`src/rtl/rv_pipe_pkg.sv`:
```
// Shared pipeline definitions: datapath width, canonical NOP, base opcodes and
// the fetch-queue entry payload.
package rv_pipe_pkg;

  localparam int unsigned XLEN = 64;

  localparam logic [31:0] NOP_INST = 32'h0000_0013;

  localparam logic [6:0] OP_IMM = 7'b0010011;
  localparam logic [6:0] LOAD   = 7'b0000011;
  localparam logic [6:0] STORE  = 7'b0100011;
  localparam logic [6:0] BRANCH = 7'b1100011;
  localparam logic [6:0] JAL    = 7'b1101111;
  localparam logic [6:0] JALR   = 7'b1100111;
  localparam logic [6:0] LUI    = 7'b0110111;
  localparam logic [6:0] AUIPC  = 7'b0010111;

  typedef struct packed {
    logic [XLEN-1:0] pc;
    logic [31:0]     inst;
  } fetch_entry_t;

endpackage

```
`src/rtl/fetch_fifo.sv`:
```
// Small synchronous FIFO with synchronous clear; head is read combinationally.
module fetch_fifo #(
  parameter int unsigned WIDTH = 32,
  parameter int unsigned DEPTH = 2,
  localparam int unsigned CW = $clog2(DEPTH + 1)
) (
  input  logic             clk,
  input  logic             rst,
  input  logic             clear,
  input  logic             push,
  input  logic [WIDTH-1:0] push_data,
  input  logic             pop,
  output logic [WIDTH-1:0] head,
  output logic [CW-1:0]    count
);

  localparam int unsigned PW = (DEPTH > 1) ? $clog2(DEPTH) : 1;

  logic [WIDTH-1:0] mem [DEPTH];
  logic [PW-1:0]    rd_ptr;
  logic [PW-1:0]    wr_ptr;
  logic             do_push;
  logic             do_pop;

  function automatic logic [PW-1:0] ptr_inc(input logic [PW-1:0] p);
    return (p == PW'(DEPTH - 1)) ? '0 : p + PW'(1);
  endfunction

  // A push into a full FIFO is only honoured when a pop frees the slot.
  assign do_pop  = pop && (count != '0);
  assign do_push = push && ((count != CW'(DEPTH)) || do_pop);
  assign head    = mem[rd_ptr];

  always_ff @(posedge clk) begin
    if (do_push && !clear) mem[wr_ptr] <= push_data;
  end

  always_ff @(posedge clk or posedge rst) begin
    if (rst) begin
      rd_ptr <= '0;
      wr_ptr <= '0;
      count  <= '0;
    end else if (clear) begin
      rd_ptr <= '0;
      wr_ptr <= '0;
      count  <= '0;
    end else begin
      if (do_push) wr_ptr <= ptr_inc(wr_ptr);
      if (do_pop)  rd_ptr <= ptr_inc(rd_ptr);
      count <= count + CW'(do_push) - CW'(do_pop);
    end
  end

endmodule

```
`src/rtl/if_stage.sv`:
```
// Instruction-fetch stage: owns the fetch PC, issues credit-limited in-order
// requests, buffers responses and drops wrong-path returns after a redirect.
module if_stage
  import rv_pipe_pkg::*;
#(
  parameter logic [XLEN-1:0] RESET_PC = '0,
  parameter int unsigned     QDEPTH   = 2
) (
  input  logic            clk,
  input  logic            rst,
  input  logic            redirect_valid,
  input  logic [XLEN-1:0] redirect_pc,
  input  logic            id_stall,
  output logic            imem_req_valid,
  input  logic            imem_req_ready,
  output logic [XLEN-1:0] imem_req_addr,
  input  logic            imem_rsp_valid,
  input  logic [31:0]     imem_rsp_data,
  output logic [31:0]     inst,
  output logic [XLEN-1:0] inst_pc,
  output logic            inst_valid,
  output logic            id_flush
);

  localparam int unsigned CW  = $clog2(QDEPTH + 1);
  localparam int unsigned CW1 = CW + 1;
  localparam int unsigned EW  = $bits(fetch_entry_t);

  logic [XLEN-1:0] fetch_pc;
  logic [XLEN-1:0] pc_head;
  logic [CW-1:0]   outstanding;
  logic [CW-1:0]   drop_cnt;
  logic [CW-1:0]   q_count;
  logic [CW-1:0]   pc_count;
  logic [CW1-1:0]  credit_used;
  fetch_entry_t    q_head;
  fetch_entry_t    rsp_entry;
  logic            req_fire;
  logic            rsp_in;
  logic            rsp_kept;
  logic            q_pop;
  logic            q_push;
  logic            bypass;
  logic            unused_redirect_lsbs;

  assign unused_redirect_lsbs = ^redirect_pc[1:0];

  // Outstanding requests plus buffered entries never exceed the queue size,
  // so every response is guaranteed a slot.
  assign credit_used    = {1'b0, outstanding} + {1'b0, q_count};
  assign imem_req_valid = !rst && !redirect_valid && (credit_used < CW1'(QDEPTH));
  assign imem_req_addr  = fetch_pc;
  assign req_fire       = imem_req_valid && imem_req_ready;

  assign rsp_in    = imem_rsp_valid && (outstanding != '0);
  assign rsp_kept  = rsp_in && !redirect_valid && (drop_cnt == '0) && (pc_count != '0);
  assign q_pop     = !redirect_valid && !id_stall && (q_count != '0);
  assign bypass    = !redirect_valid && !id_stall && (q_count == '0) && rsp_kept;
  assign q_push    = rsp_kept && !bypass;
  assign rsp_entry = '{pc: pc_head, inst: imem_rsp_data};

  fetch_fifo #(.WIDTH(XLEN), .DEPTH(QDEPTH)) u_pc_fifo (
    .clk       (clk),
    .rst       (rst),
    .clear     (redirect_valid),
    .push      (req_fire),
    .push_data (fetch_pc),
    .pop       (rsp_kept),
    .head      (pc_head),
    .count     (pc_count)
  );

  fetch_fifo #(.WIDTH(EW), .DEPTH(QDEPTH)) u_fetch_q (
    .clk       (clk),
    .rst       (rst),
    .clear     (redirect_valid),
    .push      (q_push),
    .push_data (rsp_entry),
    .pop       (q_pop),
    .head      (q_head),
    .count     (q_count)
  );

  // Fetch PC, in-flight count and wrong-path drop counter.
  always_ff @(posedge clk or posedge rst) begin
    if (rst) begin
      fetch_pc    <= RESET_PC;
      outstanding <= '0;
      drop_cnt    <= '0;
    end else begin
      if (redirect_valid)  fetch_pc <= {redirect_pc[XLEN-1:2], 2'b00};
      else if (req_fire)   fetch_pc <= fetch_pc + XLEN'(4);
      outstanding <= outstanding + CW'(req_fire) - CW'(rsp_in);
      if (redirect_valid)                 drop_cnt <= outstanding - CW'(rsp_in);
      else if (rsp_in && drop_cnt != '0)  drop_cnt <= drop_cnt - CW'(1);
    end
  end

  // Output register toward decode.
  always_ff @(posedge clk or posedge rst) begin
    if (rst) begin
      inst       <= NOP_INST;
      inst_pc    <= RESET_PC;
      inst_valid <= 1'b0;
      id_flush   <= 1'b0;
    end else begin
      id_flush <= redirect_valid;
      if (redirect_valid) begin
        inst       <= NOP_INST;
        inst_valid <= 1'b0;
      end else if (!id_stall) begin
        if (q_pop) begin
          inst       <= q_head.inst;
          inst_pc    <= q_head.pc;
          inst_valid <= 1'b1;
        end else if (bypass) begin
          inst       <= imem_rsp_data;
          inst_pc    <= pc_head;
          inst_valid <= 1'b1;
        end else begin
          inst       <= NOP_INST;
          inst_valid <= 1'b0;
        end
      end
    end
  end

endmodule

```
`config.mk`:
```
export PLATFORM = sky130hd
export DESIGN_NAME = if_stage
export DESIGN_NICKNAME = d
export VERILOG_FILES = /design/src/rtl/rv_pipe_pkg.sv /design/src/rtl/fetch_fifo.sv /design/src/rtl/if_stage.sv
export SDC_FILE = /design/constraint.sdc
export NUM_CORES = 1
export LEC_CHECK = 0
export CAP_MARGIN = 20
export CORE_AREA = 2 2 215 217
export CTS_CLUSTER_DIAMETER = 60
export DETAILED_ROUTE_END_ITERATION = 16
export DIE_AREA = 0 0 217 219
export PLACE_DENSITY = 0.63
export SLEW_MARGIN = 15
export SYNTH_ARGS = -nofsm -noshare
export SYNTH_HDL_FRONTEND = slang
export SYNTH_SLANG_ARGS = --single-unit
export TNS_END_PERCENT = 1
```
`constraint.sdc`:
```
create_clock -name clk -period 8.4 [get_ports clk]
set_clock_uncertainty 0.15 [all_clocks]
set_input_delay 1.68 -clock clk [delete_from_list [all_inputs] [get_ports clk]]
set_output_delay 1.68 -clock clk [all_outputs]
set_load 0.05 [all_outputs]
```
==> flow_summary.yaml <==
floorplanning:
  die_y_um: 219
  die-area_um2: 47520
  ios: 265
  rows: 78
  core-area_um2: 45090
  initial_core_util: 0.4472
  die_w_um: 217
synthesis:
  netlist_area_um2: 20170
  yosysWarnings: 0
  synth_cells: 1523
  yosysUniqueCellTypes: 66
  synthFlopType: "edfxtp_1"
  seq_area_frac_synth: 0.6757
  synth_commonest_cells: "edfxtp_1, nand2_1, dfrtp_1"
  avgSynthCellArea_um2: 13.24
  yosys-top-cells-area: "edfxtp_1, dfrtp_1, mux2i_1"
  async_flop_share: 0.3527
  synth_edf_count: 312
  yosysTopAreaCellShare: 0.4646
  yosysMostFrequentCell: "edfxtp_1"
  synth-seq-cells: 482
  synth_area_leader_cell: "edfxtp_1"
detailed_routing:
  drt_iter0_drc: 1166
  viasPerCell: 5.658
  drt-total-wl_um: 53020
  drt_pre_antenna_iters: 6
  post_drt_wl_per_cell_um: 21.99
  num_vias: 13640
  wl_met3_um: 3726
  drt-met1-wl_um: 23280
  dr_wl_met2_um: 24660
  post-route-drc-count: 0
  highest_layer: "met4"
  postRouteAntennaNets: 0
timing:
  finalSetupViolations: 0
  final-hold-violation-count: 0
  rsz0062_at_grt: "no"
  tightest_slew_ps: 1041
  min_period_ps: 5588
  fmax_mhz: 179.0
  timing.final.crit_share: 0.6652
  tns_ps: 0
  max_slew_margin: 0.3004
  timing.final.max_slew_violations: 0
outcome:
  status: "finished clean"
cts:
  clk_pin_slew_ps: 60
  clock_latency_ps: 590
  cts.sinks: 482
  cts_setup_buffers: 0
  cts_root_buffer: "clkbuf_16"
  cts_tree: "yes"
  cts_resized: 0
  cts_hold_buf: 0
  numCtsBuffers: 51
  clockBufferDepth: 3
  htreeDepth: 2
pwr:
  pwr_density_cell_nw_per_um2: 259.9
  p_leak_nw: 8.830
  total_power_mw: 6.494
  ir_drop_v: 0.0001609
global_routing:
  grt_max_degree: 103
  grt_pass1_vias: 13660
  antenna_found_initial: 0
  track_usage: 0.2237
  grt_overflow: 0
  grt_pass1_wl_um: 81450
place:
  numPortBuffers: 258
  gp_congestion: 0.8445
  dp_hpwl_um: 32640
layout:
  antenna_cells: 0
  regArea_um2: 13630
  multi_input_area_um2: 6118
  area_growth_pct: 23.89
  drive_above_1_share: 0.1060
  nFillCells: 3737
  nNetsFinal: 1880
critical_path:
  cp_max_fo: 8
  critical_path_class: "in -> out"
  start_kind: "primary input"
  end_kind: "primary output"
  cp.arrival_ps: 3760
  cp.required_ps: 6570
job:
  max_cap_violations: 0
hold_path:
  min_path_type: "reg -> reg"
## metal layers
| layer | up-vias | track usage |
|---|---|---|
| li1 | 6236 | - |
| met1 | 6792 | 0.3075 |
| met2 | 519 | 0.3588 |
| met3 | 94 | 0.04297 |
| met4 | 0 | 0.07420 |
| met5 | - | 0 |
## worst paths after layout
kind | start | endpoint | slack (ps) | cells after the start
max in group asynchronous | rst | imem_req_addr[38]$_DFFE_PP0P_ | 5110 | 4
max reg2reg | u_fetch_q.count[0]$_DFF_PP0_ | outstanding[1]$_DFF_PP0_ | 4490 | 13
min in group asynchronous | rst | drop_cnt[1]$_DFFE_PP0P_ | 1680 | 2
max | rst | imem_req_valid | 2810 | 4
min | inst_pc[12]$_DFFE_PP0P_ | inst_pc[12]$_DFFE_PP0P_ | 330 | 2
min reg2reg | inst_pc[12]$_DFFE_PP0P_ | inst_pc[12]$_DFFE_PP0P_ | 330 | 2
## report_power, final
group          internal (mW)  leakage (nW)  switching [mW]  total [mW]
clock                   1.25         0.787           0.905        2.16
sequential              2.75          5.00           0.201        2.96
combinational          0.454          3.04           0.929        1.38
## flip-flops by register name (all words and copies together) (netlist names), 2 cells and up
| name | cells |
|---|---|
| u_fetch_q.mem | 188 |
| u_pc_fifo.mem | 124 |
| imem_req_addr | 62 |
| inst_pc | 62 |
| inst | 32 |
| drop_cnt | 2 |
| outstanding | 2 |
| u_fetch_q.count | 2 |
| u_pc_fifo.count | 2 |
## cell type report
class	instances	area share
Inverter	19	0.003305
Tap cell	600	0.03005
Sequential cell	482	0.5456
Clock buffer	71	0.05739
Clock inverter	24	0.006711
Timing Repair Buffer	281	0.1120
Multi-Input combinational cell	934	0.2449
## kinds of logic after synthesis
kind of cell	Yosys count	synth area share
AO/OA/AOI/OAI	293	0.09375
XOR/XNOR	10	0.004344
flip-flops	482	0.6757
multiplexers	166	0.08655
buffers and inverters	110	0.02383
AND/OR/NAND/NOR	452	0.1096
adder cells (fa/ha/maj)	9	0.005957
other	1	0.0001860
## cells in the final DEF, fill, tap and decap left out, types with 12 or more instances in the layout
cell type        instances
o21ai_0                152
nand2_1                203
and3_1                  19
nand3_1                 54
nand4_1                 27
inv_1                   16
dfrtp_1                165
clkdlybuf4s50_1        257
clkbuf_1                14
nor3_1                  12
mux2_2                  67
clkbuf_16               53
a22oi_1                 12
a21oi_1                 15
o211ai_1                19
edfxtp_1               312
a221o_1                 39
nor2_1                  67
mux2i_1                 99
buf_4                   21
## per-stage QoR
stage	instance area, um2	setup slack [ps]	utilization	hold WS (ps)	instances
final	24980	2812	0.5541	325.2	2411
after global routing	24980	2789	0.5541	347.4	2411
after CTS	24940	2821	0.5530	332.8	2409
after detailed placement	23330	2832	0.5175	319.7	2314
after global placement	23330	2823	0.5175	312.2	2314
after floorplan	20180	892.9	-	345.0	1526
## critical path, cell delays in order
cell	delay (ps)
clkdlybuf4s50_1	610
nor4_4	340
buf_4	280
clkdlybuf4s50_1	840
No activity file was read; power rests on OpenSTA's default activity.
